<file path="config.mk">
export PLATFORM = sky130hd
export DESIGN_NAME = multdiv_iter
export DESIGN_NICKNAME = d
export VERILOG_FILES = /design/src/rtl/multdiv_pkg.sv /design/src/rtl/booth_recoder.sv /design/src/rtl/multdiv_iter.sv
export SDC_FILE = /design/constraint.sdc
export NUM_CORES = 1
export LEC_CHECK = 0
export CAP_MARGIN = 40
export CORE_ASPECT_RATIO = 1.25
export CORE_UTILIZATION = 45
export CTS_CLUSTER_SIZE = 16
export DETAILED_ROUTE_END_ITERATION = 7
export PLACE_DENSITY = 0.67
export SKIP_CTS_REPAIR_TIMING = 1
export SLEW_MARGIN = 40
export SYNTH_ARGS = -nofsm -noshare
export SYNTH_HDL_FRONTEND = slang
export SYNTH_SLANG_ARGS = --single-unit
</file>
<file path="constraint.sdc">
create_clock -name clk -period 4.1 [get_ports clk]
set_input_delay 0.82 -clock clk [delete_from_list [all_inputs] [get_ports clk]]
set_output_delay 0.82 -clock clk [all_outputs]
set_load 0.1 [all_outputs]
</file>
<file path="src/rtl/multdiv_pkg.sv">
// multdiv_pkg: states, op codes and latency constants for multdiv_iter; MULTDIV_RADIX4_EN selects radix-4 Booth
package multdiv_pkg;
  typedef enum logic [2:0] {IDLE, MUL, DIV, FIX, DONE} state_t;
  typedef enum logic {OP_MUL, OP_DIV} op_t;
`ifdef MULTDIV_RADIX4_EN
  localparam int BOOTH_SHIFT = 2;
`else
  localparam int BOOTH_SHIFT = 1;
`endif
  localparam int MUL_LAT = 32 / BOOTH_SHIFT + 1;
  localparam int DIV_LAT = 34;
  localparam int MUL_ITERS = MUL_LAT - 1;
  localparam int DIV_ITERS = DIV_LAT - 2;
  localparam logic [31:0] INT_MIN = 32'h8000_0000;
endpackage

</file>
<file path="src/rtl/booth_recoder.sv">
// booth_recoder: maps the multiplier bit window to add/subtract/double controls; MULTDIV_RADIX4_EN selects radix-4
module booth_recoder
  import multdiv_pkg::*;
(
  input  logic [BOOTH_SHIFT:0] win,
  output logic                 en,
  output logic                 neg,
  output logic                 dbl
);
`ifdef MULTDIV_RADIX4_EN
  assign en  = !(&win || ~|win);
  assign neg = win[2];
  assign dbl = (win == 3'b011) || (win == 3'b100);
`else
  assign en  = win[1] ^ win[0];
  assign neg = win[1];
  assign dbl = 1'b0;
`endif
endmodule

</file>
<file path="src/rtl/multdiv_iter.sv">
// multdiv_iter: iterative signed Booth multiplier / restoring divider; MULTDIV_RADIX4_EN enables radix-4 multiply
module multdiv_iter
  import multdiv_pkg::*;
#(
  parameter int WIDTH = 32
)(
  input  logic             clk,
  input  logic             clr_n,
  input  logic [WIDTH-1:0] data_operandA,
  input  logic [WIDTH-1:0] data_operandB,
  input  logic             ctrl_MULT,
  input  logic             ctrl_DIV,
  output logic [WIDTH-1:0] data_result,
  output logic             data_exception,
  output logic             data_resultRDY,
  output logic             busy
);
  state_t state_q, state_d;
  op_t op;
  logic [5:0] cnt_q, cnt_d;
  logic [WIDTH+1:0] hi_q, hi_d, addend, sum;
  logic [WIDTH-1:0] lo_q, lo_d, m_q, m_d, result_q, result_d, a_abs, b_abs, quo;
  logic qm1_q, qm1_d, neg_q, neg_d, dexc_q, dexc_d, exc_q, exc_d, rdy_q, rdy_d;
  logic b_en, b_neg, b_dbl, start, ovf;
  logic [2*WIDTH+1:0] sh;
  logic [WIDTH:0] t, diff;

  booth_recoder u_booth (
    .win ({lo_q[BOOTH_SHIFT-1:0], qm1_q}),
    .en  (b_en),
    .neg (b_neg),
    .dbl (b_dbl)
  );

  assign start  = ctrl_MULT | ctrl_DIV;
  assign op     = ctrl_MULT ? OP_MUL : OP_DIV;
  assign a_abs  = data_operandA[WIDTH-1] ? -data_operandA : data_operandA;
  assign b_abs  = data_operandB[WIDTH-1] ? -data_operandB : data_operandB;
  assign addend = b_dbl ? {m_q[WIDTH-1], m_q, 1'b0} : {{2{m_q[WIDTH-1]}}, m_q};
  assign sum    = !b_en ? hi_q : b_neg ? hi_q - addend : hi_q + addend;
  assign sh     = $signed({sum, lo_q}) >>> BOOTH_SHIFT;
  assign t      = {hi_q[WIDTH-1:0], lo_q[WIDTH-1]};
  assign diff   = t - {1'b0, m_q};
  assign quo    = neg_q ? -lo_q : lo_q;
  assign ovf    = !(&{hi_q[WIDTH-1:0], lo_q[WIDTH-1]} || ~|{hi_q[WIDTH-1:0], lo_q[WIDTH-1]});

  assign data_result    = result_q;
  assign data_exception = exc_q;
  assign data_resultRDY = rdy_q;
  assign busy           = state_q != IDLE;

  // next-state and datapath: any start restarts; MUL/DIV iterate, FIX applies sign, results latch with RDY
  always_comb begin
    state_d  = state_q;
    cnt_d    = cnt_q;
    hi_d     = hi_q;
    lo_d     = lo_q;
    m_d      = m_q;
    qm1_d    = qm1_q;
    neg_d    = neg_q;
    dexc_d   = dexc_q;
    result_d = result_q;
    exc_d    = exc_q;
    rdy_d    = 1'b0;
    if (start) begin
      state_d = (op == OP_MUL) ? MUL : DIV;
      cnt_d   = '0;
      hi_d    = '0;
      qm1_d   = 1'b0;
      m_d     = (op == OP_MUL) ? data_operandA : b_abs;
      lo_d    = (op == OP_MUL) ? data_operandB : a_abs;
      neg_d   = data_operandA[WIDTH-1] ^ data_operandB[WIDTH-1];
      dexc_d  = (data_operandB == '0) || (data_operandA == INT_MIN && &data_operandB);
    end else begin
      case (state_q)
        MUL: begin
          if (cnt_q == 6'(MUL_ITERS)) begin
            state_d  = DONE;
            rdy_d    = 1'b1;
            result_d = lo_q;
            exc_d    = ovf;
          end else begin
            hi_d  = sh[2*WIDTH+1:WIDTH];
            lo_d  = sh[WIDTH-1:0];
            qm1_d = lo_q[BOOTH_SHIFT-1];
            cnt_d = cnt_q + 1'b1;
          end
        end
        DIV: begin
          if (cnt_q == 6'(DIV_ITERS)) begin
            state_d = FIX;
          end else begin
            hi_d  = {1'b0, diff[WIDTH] ? t : diff};
            lo_d  = {lo_q[WIDTH-2:0], !diff[WIDTH]};
            cnt_d = cnt_q + 1'b1;
          end
        end
        FIX: begin
          state_d  = DONE;
          rdy_d    = 1'b1;
          result_d = (m_q == '0) ? '0 : quo;
          exc_d    = dexc_q;
        end
        default: state_d = IDLE;
      endcase
    end
  end

  // state and datapath registers with synchronous active-low clear
  always_ff @(posedge clk) begin
    if (!clr_n) begin
      state_q  <= IDLE;
      cnt_q    <= '0;
      hi_q     <= '0;
      lo_q     <= '0;
      m_q      <= '0;
      qm1_q    <= 1'b0;
      neg_q    <= 1'b0;
      dexc_q   <= 1'b0;
      result_q <= '0;
      exc_q    <= 1'b0;
      rdy_q    <= 1'b0;
    end else begin
      state_q  <= state_d;
      cnt_q    <= cnt_d;
      hi_q     <= hi_d;
      lo_q     <= lo_d;
      m_q      <= m_d;
      qm1_q    <= qm1_d;
      neg_q    <= neg_d;
      dexc_q   <= dexc_d;
      result_q <= result_d;
      exc_q    <= exc_d;
      rdy_q    <= rdy_d;
    end
  end
endmodule

</file>
* After elaboration in Yosys (flattened, before gate mapping)
Index checks and enable logic that the tools add are counted.
** Word-level totals
- Memories kept :: 0
- Logic and storage cells :: 86
- Input port bits :: 68
- Bits in latches :: 0
- Memory bits (writable) :: 0
- Bits in registers :: 144
- Memory bits (read-only) :: 0
- Output and inout bits :: 35
** Operators by class
- Eq/ne operators :: 12
- Magnitude comparators :: 0
- Shift operators :: 0
- Multipliers :: 0
- Multiplexer cells :: 27
- Divide/modulo/power cells :: 0
- Bitwise gates (word level) :: 6
- Reductions and logical operators :: 23
- $add $sub $neg :: 7
** Operators with widths (number)
- $mux W32 :: 10
- $mux W34 :: 4
- $pmux W32 S2 :: 2
- $neg A32 Y32 :: 3
- $pmux W34 S2 :: 1
- $logic_not A32 Y1 :: 2
- $add A34 B34 Y34 :: 1
- $sub A34 B34 Y34 :: 1
- $mux W33 :: 1
- $reduce_and A33 Y1 :: 1
- $reduce_or A33 Y1 :: 1
- $sub A33 B32 Y33 :: 1
- $eq A32 B32 Y1 const B :: 1
- $reduce_and A32 Y1 :: 1
- $ne A3 B3 Y1 const B :: 4
- $mux W3 :: 3
- $pmux W3 S3 :: 1
- $reduce_and A3 Y1 :: 3
- $add A6 B1 Y6 const B :: 1
- $eq A3 B2 Y1 const B :: 2
- $eq A6 B6 Y1 const B :: 1
- $ne A2 B2 Y1 const B :: 3
- $reduce_and A2 Y1 :: 3
- $reduce_bool A3 Y1 :: 2
- other kinds (12) :: 22

* Logic depth before layout (Yosys ltp)
- Depth after elaboration :: 6
- Depth in mapped cells :: 20
- Mapped depth without buffers :: 19

* Cells and area by module
A second synthesis with hierarchy kept.
** Second synthesis, totals
- Cells, all modules :: 2061
- Area total of the unflattened synthesis :: 14238.7 um2
** Modules (own cells, without submodules)
- multdiv_iter :: cells an instance 2057, sequential area each 2882.8 um2, area an instance 14211.1 um2, instances 1
- booth_recoder :: cells an instance 4, sequential area each 0.0 um2, area an instance 27.5 um2, instances 1

* Worst setup path after synthesis
Ideal clock, no wire load.
- Kind :: reg-to-reg
- Start point :: register lo_q[31]
- End point :: register hi_q[11]
- Buffers on the path :: 3
- Path slack :: -86 ps
- Arrival :: 4054 ps
- Data required time :: 3968 ps
- Clock period less this slack :: 4186 ps
- Stages on the path, launching flop included :: 20
- Library setup time :: 132 ps
- Path through :: dfxtp_1 -> buf_2 -> inv_1 -> ha_1 -> fa_1 -> nand2b_1 -> a21oi_1 -> o21ai_0 -> o31ai_1 -> a21oi_1 -> o21ai_0 -> a21o_1 -> a21oi_1 -> o21ai_0 -> ha_1 -> buf_1 -> clkbuf_1 -> a21oi_1 -> o211ai_1 -> a21oi_1
** On the way
- Cells in the longest elaborated chain, start to end :: 4
** Ends and longest elaborated chain
- start: declaration :: line multdiv_iter.sv:22 : logic [WIDTH-1:0] lo_q, lo_d, m_q, m_d, result_q, result_d, a_abs, b_abs, quo;
- start signal: assignment :: line multdiv_iter.sv:127 : lo_q <= lo_d;
- $sub A33 B32 Y33 :: line multdiv_iter.sv:43 : assign diff = t - {1'b0, m_q};
- $mux W33 :: line multdiv_iter.sv:93 : hi_d = {1'b0, diff[WIDTH] ? t : diff};
- $mux W34 :: line multdiv_iter.sv:90 : if (cnt_q == 6'(DIV_ITERS)) begin
- $pmux W34 S2 :: line multdiv_iter.sv:75 : case (state_q)
- end signal: assignment :: line multdiv_iter.sv:126 : hi_q <= hi_d;
- end: declaration :: line multdiv_iter.sv:21 : logic [WIDTH+1:0] hi_q, hi_d, addend, sum;
No other way between the ends. The select of a mux whose other input is x is not followed.
A chain may end at the register's enable or synchronous reset.

* Worst setup path in the final report
- Start point :: register m_q[2]
- End point :: register hi_q[30]
** On the way
- Cells in the longest elaborated chain, start to end :: 5
- Elaborated cells between the ends (all ways) :: 9
- Those cells by class :: add/sub: 3; mux: 6
** Ends and longest elaborated chain
- start: declaration :: line multdiv_iter.sv:22
- start signal: assignment :: line multdiv_iter.sv:128 : m_q <= m_d;
- $add A34 B34 Y34 / $sub A34 B34 Y34 (equally long branches) :: line multdiv_iter.sv:40 : assign sum = !b_en ? hi_q : b_neg ? hi_q - addend : hi_q + addend;
- $mux W34 (2 in a row) :: line multdiv_iter.sv:40
- $mux W34 :: line multdiv_iter.sv:77 : if (cnt_q == 6'(MUL_ITERS)) begin
- $pmux W34 S2 (*) :: line multdiv_iter.sv:75
Every way passes the cells marked *; elsewhere a longest branch is shown, timed or not. The select of a mux whose other input is x is not followed.

==> implementation parameters <==
Parameter                              Value

Floorplan
  Area of the placeable core ... 29,200 um2
  Die extent in y ... 194 um
  Die Wd ... 156 um
  Boundary pin count ... 103
  Initial Util ... 0.456
  Die area ... 30,300 um2
  FP Rows ... 70

Timing
  Clock period minus worst slack ... 3.91 ns
  Summed negative setup slack over all endpoints ... 0 ns
  Endpoints failing setup ... 0
  Maximum achievable frequency ... 256 MHz
  Transition at the pin with the smallest max-transition slack ... 0.859 ns
  Slew Viols, Final ... 0
  Hold WS ... 0.487 ns
  Worst setup skew after layout ... 0.0132 ns
  Remaining max-slew budget at the tightest pin ... 0.422
  Period utilization ... 0.953
  Final hold violation count ... 0

Worst setup path
  Type of element launching the critical path ... register
  Reg2Reg Depth ... 18
  CP max FO ... 5
  R2r setup slk ... 0.19 ns
  R2R Path Start ... m_q[2]
  Arrival @ worst endpoint ... 4.23 ns
  Kind of end point of the critical path ... register
  Capture point of the worst reg-to-reg path ... hi_q[30]
  Crit path kind ... register to register
  CP required ... 4.43 ns

Final layout
  Share of final-layout standard cells stronger than drive strength 1 ... 0.163
  Final Net Count ... 2,191
  Total inserted antenna cells ... 0
  Synthesis-to-layout area growth ... 23.7%
  Final cell count without fillers ... 2,456
  Final design instance area without fill ... 16,500 um2
  Fill cell total of the finished layout ... 2,734

Synth
  Warning count from the yosys run ... 0
  Number of register bits inferred by synthesis ... 144
  Library cell with the highest instance count after synthesis ... nor2_1
  Average footprint of a synthesized cell ... 7.14 um2
  Proportion of synthesized flip-flops having asynchronous set or reset ... 0
  Post-synth net total ... 2,009
  Netlist Area Pre-Place ... 13,300 um2
  Number of distinct library cells after synthesis ... 78
  Commonest register cell after synthesis ... dfxtp_1
  Part of the Yosys area used for sequential elements ... 0.217
  Count of flip-flops with a built-in enable after synthesis ... 0
  Synth top area cells ... dfxtp_1 22%, a21oi_1 7.7%, ha_1 6.9%
  Largest area contributor in the netlist ... dfxtp_1
  Top post-synthesis cells by count ... 242 x nor2_1, 205 x a21oi_1, 203 x nand2_1
  Cell count after synthesis ... 1,866
  Area fraction of the dominant cell type after synthesis ... 0.217

Drt
  Vias per cell ... 6.03
  Iteration-0 DRC count of the detailed router ... 1,378
  Number of search-and-repair iterations in the first detailed-routing pass ... 5
  Wirelength per Cell ... 19.3 um
  DRC Markers ... 0
  Wire length reported by the detailed router ... 47.4 mm
  Number of vias in the routed layout ... 14,800
  Post-detailed-route count of antenna-violating nets ... 0

Clock tree
  TritonCTS clock tree ... done
  Inserted Clock Buffers ... 17
  CTS Root Cell ... clkbuf_16
  Max Buffers Root-to-Sink ... 2
  Clock network latency to the later pin of the worst-skew pair ... 0.45 ns
  Worst-path clk slew ... 0.06 ns
  Number of sinks on the clock net ... 144
  Number of levels the H-tree was split into ... 4

Power and ir drop
  IR drop worst, VDD ... 0.286 mV
  Total leakage power ... 0.00656 uW
  Power density over the cells ... 298 nW/um2

Global route
  Global-route wire length before repair ... 75.6 mm
  Largest net degree at the start of global routing ... 93
  Vias in the first global route ... 14,300
  Global Route Usage Sum ... 0.314
  Overall overflow remaining after global route ... 0
  Initial antenna violation count ... 0

Place
  RePlAce Congestion ... 0.992
  IO Port Bufs ... 102
  Placed standard-cell area ... 15,500 um2
  HPWL after detailed placement ... 35.8 mm
  Placed instance count ... 2,417

Outcome
  Outcome ... completed

Run
  Number of max-capacitance violations reported ... 0

Min path
  Hold wc startpoint ... data_exception
  Endpoint, Worst Hold ... data_exception
  Worst Hold Depth ... 2
  Min-delay worst type ... register to register
## critical path: stages (launching register included)
cell and delay (ns):
dfxtp_1 0.33, nor4_2 0.26, buf_4 0.16, nand2_1 0.09, buf_4 0.16, nor2_2 0.10
a41oi_1 0.15, xnor2_1 0.20, ha_1 0.39, and4_4 0.26, nand3_2 0.14, o211a_1 0.28
o221a_2 0.26, nor4_1 0.32, buf_4 0.17, o21ai_1 0.06, mux2_2 0.28, o2111ai_1 0.10
a21oi_1 0.06
## area by class of cell
class                   instances  area [um2]  area share
clock inverters                10         135     0.00820
inverters                      63         236      0.0144
clock buffers                  21         470      0.0286
well taps                     396         495      0.0301
flip-flops and latches        144        2880       0.175
multi-input cells            1536       10000       0.607
repair buffers                286        2250       0.137
## power breakdown
part | switching [uW] | internal [uW]
sequential | 94.0 | 1460
combinational | 997 | 710
clock | 647 | 998
## routing by layer
metal / share of wire / global-route usage
met3: 0.065 / 0.0464
met4: 0.046 / 0.165
met1: 0.42 / 0.394
met2: 0.47 / 0.515
met5: 0 / 0
## registers in the layout (all words and copies together), names as in the netlist
signal          count
cnt_q               6
data_exception      1
data_result        32
data_resultRDY      1
dexc_q              1
hi_q               34
lo_q               32
m_q                32
neg_q               1
qm1_q               1
state_q             3
## kinds of logic (layout without fill, tap and decap cells)
| logic type | after synthesis | in the layout | synth area share |
|---|---|---|---|
| muxes | 16 | 16 | 0.0123 |
| adders and majority gates | 75 | 75 | 0.0716 |
| and+or+nand+nor | 667 | 667 | 0.231 |
| DFF | 144 | 144 | 0.217 |
| AOI/OAI and AO/OA | 601 | 601 | 0.297 |
| buffers and inverters | 186 | 380 | 0.0544 |
| xor gates and xnor gates | 177 | 177 | 0.116 |
## layout by cell type (no fill, tap or decap), types with 16 or more instances in the layout
cell and count:
clkbuf_16 17, buf_4 183, o31ai_1 26, a211oi_1 59, xor2_1 74, inv_1 61, nor3_1 27, clkdlybuf4s50_1 65
o211ai_1 27, nand2_1 202, xnor2_1 102, a311oi_1 22, a22oi_1 32, buf_2 35, a21oi_1 193, ha_1 71
o21ai_0 85, a21o_1 22, nand3_1 36, nand4_1 32, nor2_1 241, dfxtp_1 143, nor4_1 26, nand2b_1 16
## how the worst max path moves through the flow
stage / endpoint / start / cells past startpoint / slack, ns
after detailed placement: hi_q[30] / lo_q[31] / 20 / -0.006
after CTS: hi_q[29] / m_q[2] / 17 / -0.02
after floorplan: hi_q[11] / lo_q[31] / 19 / 0.04
after global placement: hi_q[17] / lo_q[31] / 20 / 0.06
after global routing: hi_q[32] / m_q[2] / 22 / -0.04
final: hi_q[30] / m_q[2] / 18 / 0.19
## per-stage QoR
step           utilization  power [uW]  worst slack [ns]
2_1_floorplan            -        2610            0.0427
3_3_place_gp         0.539        3190            0.0646
3_5_place_dp         0.533        3200          -0.00638
4_1_cts              0.554        4850           -0.0207
5_1_grt              0.565        5130           -0.0366
6_report             0.565        4910             0.195
Note: power is estimated with default switching activity, not from simulation.
